===== config.mk =====
export PLATFORM = sky130hd
export DESIGN_NAME = mux_arb
export DESIGN_NICKNAME = d
export VERILOG_FILES = /design/src/rtl/mux_pkg.sv /design/src/rtl/rr_arbiter.sv /design/src/rtl/mux_arb.sv
export SDC_FILE = /design/constraint.sdc
export NUM_CORES = 1
export LEC_CHECK = 0
export ABC_AREA = 1
export CAP_MARGIN = 10
export CORE_UTILIZATION = 40
export DETAILED_ROUTE_END_ITERATION = 8
export PLACE_DENSITY = 0.73
export SETUP_SLACK_MARGIN = 0.15
export SLEW_MARGIN = 20
export SYNTH_ARGS = -nofsm -noshare
export SYNTH_HDL_FRONTEND = slang
export SYNTH_HIERARCHICAL = 1
export SYNTH_SLANG_ARGS = --single-unit

===== constraint.sdc =====
create_clock -name clk -period 2.9 [get_ports clk]
set_input_delay 0.58 -clock clk [delete_from_list [all_inputs] [get_ports clk]]
set_output_delay 0.58 -clock clk [all_outputs]
set_load 0.005 [all_outputs]

===== src/rtl/mux_pkg.sv =====
// rtl/mux_pkg.sv - arbitration mode encodings shared by mux_arb
package mux_pkg;
    localparam logic MODE_FIXED = 1'b0;
    localparam logic MODE_RR    = 1'b1;
endpackage


===== src/rtl/rr_arbiter.sv =====
// rtl/rr_arbiter.sv - combinational rotate-priority search starting after ptr
module rr_arbiter #(
    parameter int NCH = 4
) (
    input  logic [NCH-1:0]         req,
    input  logic [$clog2(NCH)-1:0] ptr,
    input  logic                   en,
    output logic [NCH-1:0]         gnt,
    output logic [$clog2(NCH)-1:0] gnt_idx,
    output logic                   any
);
    localparam int SELW = $clog2(NCH);

    logic [SELW-1:0] idx;

    // Walk from the farthest candidate back to ptr+1 so the nearest requester wins.
    always_comb begin
        gnt     = '0;
        gnt_idx = '0;
        any     = 1'b0;
        idx     = '0;
        for (int k = NCH; k >= 1; k--) begin
            idx = SELW'((int'(ptr) + k) % NCH);
            if (en && req[idx]) begin
                gnt      = '0;
                gnt[idx] = 1'b1;
                gnt_idx  = idx;
                any      = 1'b1;
            end
        end
    end
endmodule


===== src/rtl/mux_arb.sv =====
// rtl/mux_arb.sv - N-channel registered mux with fixed or round-robin arbitration
module mux_arb
    import mux_pkg::*;
#(
    parameter int WIDTH = 8,
    parameter int NCH   = 4
) (
    input  logic                   clk,
    input  logic                   rst,
    input  logic                   mode,
    input  logic [$clog2(NCH)-1:0] s,
    input  logic [NCH-1:0]         in_valid,
    input  logic [NCH*WIDTH-1:0]   in_data,
    output logic [NCH-1:0]         in_ready,
    output logic                   out_valid,
    output logic [WIDTH-1:0]       out_data,
    output logic [$clog2(NCH)-1:0] out_ch,
    input  logic                   out_ready
);
    localparam int SELW = $clog2(NCH);

    logic [SELW-1:0]  ptr;
    logic [NCH-1:0]   rr_gnt;
    logic [SELW-1:0]  rr_idx;
    logic             rr_any;
    logic [NCH-1:0]   fixed_gnt;
    logic             fixed_any;
    logic [NCH-1:0]   grant;
    logic [SELW-1:0]  gidx;
    logic             any_grant;
    logic             load;
    logic             xfer;
    logic [WIDTH-1:0] sel_data;

    rr_arbiter #(.NCH(NCH)) u_rr (
        .req     (in_valid),
        .ptr     (ptr),
        .en      (mode == MODE_RR),
        .gnt     (rr_gnt),
        .gnt_idx (rr_idx),
        .any     (rr_any)
    );

    // Out-of-range select must not index in_valid, so it is screened first.
    always_comb begin
        fixed_gnt = '0;
        fixed_any = 1'b0;
        if (int'(s) < NCH && in_valid[s]) begin
            fixed_gnt[s] = 1'b1;
            fixed_any    = 1'b1;
        end
    end

    assign grant     = (mode == MODE_RR) ? rr_gnt : fixed_gnt;
    assign gidx      = (mode == MODE_RR) ? rr_idx : s;
    assign any_grant = (mode == MODE_RR) ? rr_any : fixed_any;
    assign load      = ~out_valid | out_ready;
    assign in_ready  = (load && !rst) ? grant : '0;
    assign xfer      = load & any_grant & ~rst;

    // One-hot AND-OR select keeps the data path free of an index decode.
    always_comb begin
        sel_data = '0;
        for (int i = 0; i < NCH; i++) begin
            if (grant[i]) sel_data = sel_data | in_data[i*WIDTH +: WIDTH];
        end
    end

    always_ff @(posedge clk) begin
        if (rst) begin
            out_valid <= 1'b0;
            out_data  <= '0;
            out_ch    <= '0;
            ptr       <= SELW'(NCH - 1);
        end else if (load) begin
            if (xfer) begin
                out_valid <= 1'b1;
                out_data  <= sel_data;
                out_ch    <= gidx;
                if (mode == MODE_RR) ptr <= gidx;
            end else begin
                out_valid <= 1'b0;
            end
        end
    end
endmodule


==> results.md, run 1 <==
- Status: complete, no violations
- Final WL: around 4700 um
- Setup CP Type: reg -> out
- Initial core utilization: a little over two fifths
- Non-filler instance count after layout: about 430
- Clock Root Buffer: clkbuf_8
- DRT antenna net count: 0
- F_max: 0.379 GHz
- Mean Syn Cell Area: around 5.4 um2
- Placed Cells: roughly 420
- Finish-stage setup viols: 0
- Worst r2r path cells: 20
- RSZ-0062 raised after global routing: true
- Top_reg_cell synth: dfxtp_1
- Port bufs: 56
- #FFs+latches synth: 13
- Post-Syn Instances: between 200 and 300
- Worst Setup Start Kind: register
- Clock period minus final worst setup slack: approximately 2.6 ns
- Mapped Nets: 338
- TritonCTS clock tree: built
- Top cells by area, synth: nand2_1, dfxtp_1, nand3_1
- Routability Congestion: 0.855
- Commonest cells in the synthesized netlist: nand2_1, nand3_1, nor2_1
- Final period util: between 90% and 100%
- MaxCap Viol Count: 0
- Total Routing Usage GR: approximately a quarter
- Vias in the first global route: 1,749
- Final hold vios: 0
- Post-synthesis sequential area ratio: approximately 17%
- Clock skew: 0.00106 ns
- Hold-fix buffers, CTS: 0
- Ant. Diodes: 0
- H-Tree Depth: 1
- Layout cells sized above 1: around 22%
- Vias: about 2,000
- DRC violations left: 0
- Grt total ovfl: 0
- Total CTS buffers: 3
- Die X: ~65 um
- First-pass GRT wire length: a little under 8000 um
- P&R area growth vs syn: 58.1%
- Max VDD drop: between 0.0002 and 0.00025 V
- Initial antenna violation count: 0
- Maximum clock insertion buffer count: 2
- Design Area, Final: 2480 um2
- Fin nets: around 430
- Initial DRC Count: 80
- Largest net degree at the start of global routing: 14
- CTS Sinks: 13
- Synth top area share: between 20% and 30%
- Ratio of total power to cell area: around 450 nW/um2
- DP Wirelength: 3710 um
- Vias per cell: between 4 and 5
- Router iterations before antenna repair: 4
- Clock latency on the worst-skew pair: 0.24 ns
- CP endpoint kind: primary output
- Worst hold slack: about 0.5 ns
- Final core occ: 66.7%
- Clock Pin Slew Worst Setup and Hold Paths: 0.05 ns
- Num rows: 22
- Core area: around 3700 um2
- YS warnings: 6
- Required time of the worst setup path: between 2 and 2.5 ns
- Synth cell types: 22
- Post-Syn Area: ~1600 um2
- Worst EP arrival: about 2.1 ns
- Crit path max fanout: 4
- Max-slew violation count: 0
- Power, Total: roughly 1.1 mW
- P_leak: between 1 and 1.5 nW
- Die ar.: between 4000 and 5000 um2
- Most common cell in the netlist: nand2_1
- WL/cell: around 11 um
- Hold depth: 4
- Worst relative slew slack: 79.1%
- EDFF count, synth: 0
- Die height: ~65 um
- Placement Cell Area: ~2300 um2
- Post-synth ARST share: 0%
- Largest area contributor in the synthesized netlist: nand2_1
- Io pins: 57
- HP Class: reg -> reg
- Worst slew pin tran: about 0.31 ns
==> layout make-up <==
type,instances,area [um2]
Timing Repair Buffer,92,805
Fill cell,376,1240
Clock buffer,4,45.0
Inverter,45,176
Tap cell,48,60.1
Multi-Input combinational cell,227,1130
Sequential cell,13,263
==> power by group <==
| group | internal, mW | total, mW | switching [mW] |
|---|---|---|---|
| Sequential | 0.213 | 0.230 | 0.0170 |
| Clock | 0.0970 | 0.160 | 0.0632 |
| Combinational | 0.343 | 0.720 | 0.377 |
==> path summary, 6_finish.rpt <==
check                 start           to  slack, ns
hold / removal    out_ch[0]    out_ch[0]       0.51
hold reg to reg   out_ch[0]    out_ch[0]       0.51
setup / recovery     ptr[0]  in_ready[0]       0.26
setup reg to reg     ptr[0]  out_data[0]       0.61
==> stage by stage <==
step	setup TNS [ns]	worst slack (ns)
floorplan	0	0.357
global placement	-1.11	-0.294
detailed placement	-1.17	-0.320
CTS	0	0.0904
global route	0	0.113
finish	0	0.261
==> registers in the layout, summed over array words and instances (netlist names) <==
signal / cells
out_data: 8
out_ch: 2
ptr: 2
out_valid: 1
==> cells by family after synthesis <==
kind of cell	Yosys count	synth area share, %
fa+ha+maj	4	3.19
buf+inv	52	15.5
simple gates	215	61.8
flops	13	16.6
compound gates	8	2.95
==> placed cells by master, fill, tap and decap left out, types with 2 or more instances in the layout <==
master,n
inv_4,3
clkbuf_2,6
o21ai_0,5
nand2_4,3
nand4_1,6
clkdlybuf4s50_1,47
nand3_1,40
dfxtp_1,11
dfxtp_2,2
nand2_2,10
nor2_2,3
nand2_1,112
inv_2,5
nor2_1,28
clkbuf_8,3
clkinv_1,12
nand3_2,6
ha_1,3
nand3_4,3
inv_1,25
or2_1,3
buf_4,35
==> metal layers <==
layer / GRT usage [%] / up-vias / part of all wire [%]
met2: 38.4 / 45 / 47
met3: 0.704 / 7 / 3.4
li1: - / 1077 / -
met5: 0 / - / 0
met1: 33.3 / 879 / 49
met4: 5.56 / 0 / 0.97
==> worst max-delay path, cell delays in order (launching register included) <==
cell	delay (ns)
dfxtp_2	0.35
inv_2	0.05
ha_4	0.31
inv_4	0.05
nand3_2	0.08
nand3_4	0.10
buf_4	0.15
nand3_1	0.07
nor2_1	0.04
nor2_1	0.09
nand2_1	0.06
or2_1	0.22
nand2_1	0.07
nor2_1	0.04
clkbuf_2	0.11
==> timing repair <==
item,CTS,global route
endpoints found under the setup margin,4,4
hold endpoints to repair,0,0
gates resized for setup,18,27
setup buffers,3,4
pin swaps,2,9
(Power assumes the default switching activity.)
==> inputs of run 2 (changes only) <==
--- a/config.mk
+++ b/config.mk
@@ -12,5 +12,5 @@
 export PLACE_DENSITY = 0.73
 export SETUP_SLACK_MARGIN = 0.15
-export SLEW_MARGIN = 20
+export SLEW_MARGIN = 40
 export SYNTH_ARGS = -nofsm -noshare
 export SYNTH_HDL_FRONTEND = slang
==> constraint.sdc (replaced) <==
create_clock -name clk -period 2.9 [get_ports clk]
set_input_delay 0.58 -clock clk [delete_from_list [all_inputs] [get_ports clk]]
set_output_delay 0.58 -clock clk [all_outputs]
set_load 0.01 [all_outputs]
==> results.md, run 2 (synthesis gave the netlist of run 1 again) <==
- Status: complete, no violations
- H-Tree Depth: 1
- RSZ-0062 raised after global routing: false
- Design Area, Final: 2410 um2
- Non-filler instance count after layout: approximately 420
- Vias in the first global route: ~1,700
- Largest net degree at the start of global routing: 14
- Post-Place Setup Slack: -0.374 ns
- Initial antenna violation count: 0
- P_leak: 1.25 nW
- CP Cell Sequence: inv_1 > ha_4 > nand3_2 > nand2_1 > inv_2 > nand2_4 > nand2_4 > nor2_1 > nor2_1 > nand2_1 > nand2_1 > a21oi_1 > dlygate4sd2_1
- Met3 usage: ~1.1%
- Io pins: 57
- Clock period minus final worst setup slack: 2.62 ns
- Finish-stage setup viols: 0
- Required time of the worst setup path: ~2.3 ns
- Vias per cell: roughly 4.6
- Num rows: 22
- Total CTS buffers: 3
- Biggest regs: out_data: 8 flops, out_ch: 2 flops, ptr: 2 flops
- Clock skew: 0.00372 ns
- Final WL: between 4000 and 5000 um
- DRC violations left: 0
- Register with the most flip-flops: out_data
- Worst path bufs/invs: 3
- Post-route setup slack: ~0.28 ns
- Hold-fix buffers, CTS: 0
- Total Routing Usage GR: between 20% and 30%
- Clock latency on the worst-skew pair: ~0.24 ns
- Commonest non-fill, non-tap cell in the layout: nand2_1
- Port bufs: 56
- Worst relative slew slack: between 70% and 80%
- DRT antenna net count: 0
- First-pass GRT wire length: 7860 um
- Met1 usage: between 30% and 40%
- Max reg flops: 8
- Grt total ovfl: 0
- Max VDD drop: 0.000172 V
- Slowest library cell on the worst path: dfxtp_2
- DP Wirelength: roughly 3700 um
- Worst Setup Start Kind: register
- Die height: ~65 um
- Clock Root Buffer: clkbuf_8
- Ratio of total power to cell area: between 400 and 500 nW/um2
- Crit-path max cell delay: approximately 0.32 ns
- Die ar.: 4170 um2
- Final core occ: between 60% and 70%
- P&R area growth vs syn: 54.0%
- MaxCap Viol Count: 0
- TritonCTS clock tree: built
- Fin nets: ~420
- Busiest grt layer: met2
- Core area: around 3700 um2
- Clock Pin Slew Worst Setup and Hold Paths: roughly 0.050 ns
- Placement Cell Area: 2330 um2
- Final period util: 90.4%
- Routability Congestion: between 0.9 and 1
- Maximum clock insertion buffer count: 2
- Crit path max fanout: 7
- Placed Cells: about 420
- Power, Total: roughly 1.1 mW
- F_max: roughly 0.38 GHz
- Setup CP Type: reg -> out
- Ant. Diodes: 0
- Cell family with most CP delay: simple AND/OR/NAND/NOR gates
- Initial core utilization: 42.2%
- Initial DRC Count: 95
- Most frequent cells in the layout: nand2_1, clkdlybuf4s50_1, nand3_1, nor2_1, buf_4
- Layout fillers: 374
- CTS Sinks: 13
- Router iterations before antenna repair: 4
- HP Class: reg -> reg
- WL/cell: 11.1 um
- Max-slew violation count: 0
- Vias: approximately 2,000
- CP most frequent cell: nand2_1
- Worst EP arrival: between 2 and 2.5 ns
- Final hold vios: 0
- Met2 Usage GRT: 38.3%
- Layout cells sized above 1: between 10% and 20%
- CP endpoint kind: primary output
- Worst slew pin tran: approximately 0.31 ns
- Die X: around 65 um
-- run 2: cell count changes in the layout (fill, tap and decap cells not counted), sizes merged --
| cell | previous run | this run |
|---|---|---|
| dlygate4sd2 | 1 | 3 |
| clkdlybuf4s15 | 2 | 1 |
| buf | 36 | 29 |
| clkbuf | 10 | 9 |
-- run 2: per-stage QoR --
| step | hold slack [ns] | setup TNS [ns] |
|---|---|---|
| 6_report | 0.512 | 0 |
| 5_1_grt | 0.565 | 0 |
| 4_1_cts | 0.513 | 0 |
| 3_5_place_dp | 0.503 | -1.39 |
| 3_3_place_gp | 0.502 | -1.26 |
| 2_1_floorplan | 0.536 | 0 |
-- run 2: report_power, final --
group | total [mW] | switching (mW) | internal, mW
Clock | 0.160 | 0.0629 | 0.0969
Combinational | 0.685 | 0.375 | 0.310
Sequential | 0.230 | 0.0170 | 0.213
-- run 2: final timing paths --
path / startpoint / to / slack [ns] / depth (start not counted)
worst min register to register: out_ch[1] / out_ch[1] / 0.51 / 4
worst min-delay path: out_ch[1] / out_ch[1] / 0.51 / 4
worst max-delay path: ptr[1] / in_ready[3] / 0.28 / 13
worst max register to register: ptr[1] / out_data[1] / 0.78 / 19
-- run 2: metal layers --
metal / part of all wire, % / up-vias
met5: 0 / -
met4: 1.5 / 0
met3: 4.2 / 9
met2: 47 / 48
met1: 47 / 830
li1: - / 1064
-- run 2: timing repair --
| action | 4_1_cts | 5_1_grt |
|---|---|---|
| setup buffers | 1 | 0 |
| gates resized for setup | 19 | 17 |
| endpoints found under the hold margin | 0 | 0 |
| pin swaps | 3 | 3 |
| cloned | 0 | 0 |
| setup endpoints to repair | 4 | 4 |
-- run 2: final cells by class --
type / instances / area (um2) / area share (%)
Inverter: 45 / 171 / 7.10
Timing Repair Buffer: 85 / 749 / 31.1
Tap cell: 48 / 60.1 / 2.49
Clock buffer: 4 / 45.0 / 1.87
Sequential cell: 13 / 263 / 10.9
Multi-Input combinational cell: 227 / 1120 / 46.6
-- run 2: worst reg2reg max path: cells and delay by family (launching register included) --
family,cells,cell delay [ns]
and+or+nand+nor,14,1.14
DFF,1,0.32
buffers and inverters,4,0.30
adders and majority gates,1,0.30
==> inputs of run 3 (changes only) <==
Settings changed: SLEW_MARGIN 40 to not set.
==> results of run 3 <==
Final layout, timing and power as in run 2 (identical DEF).
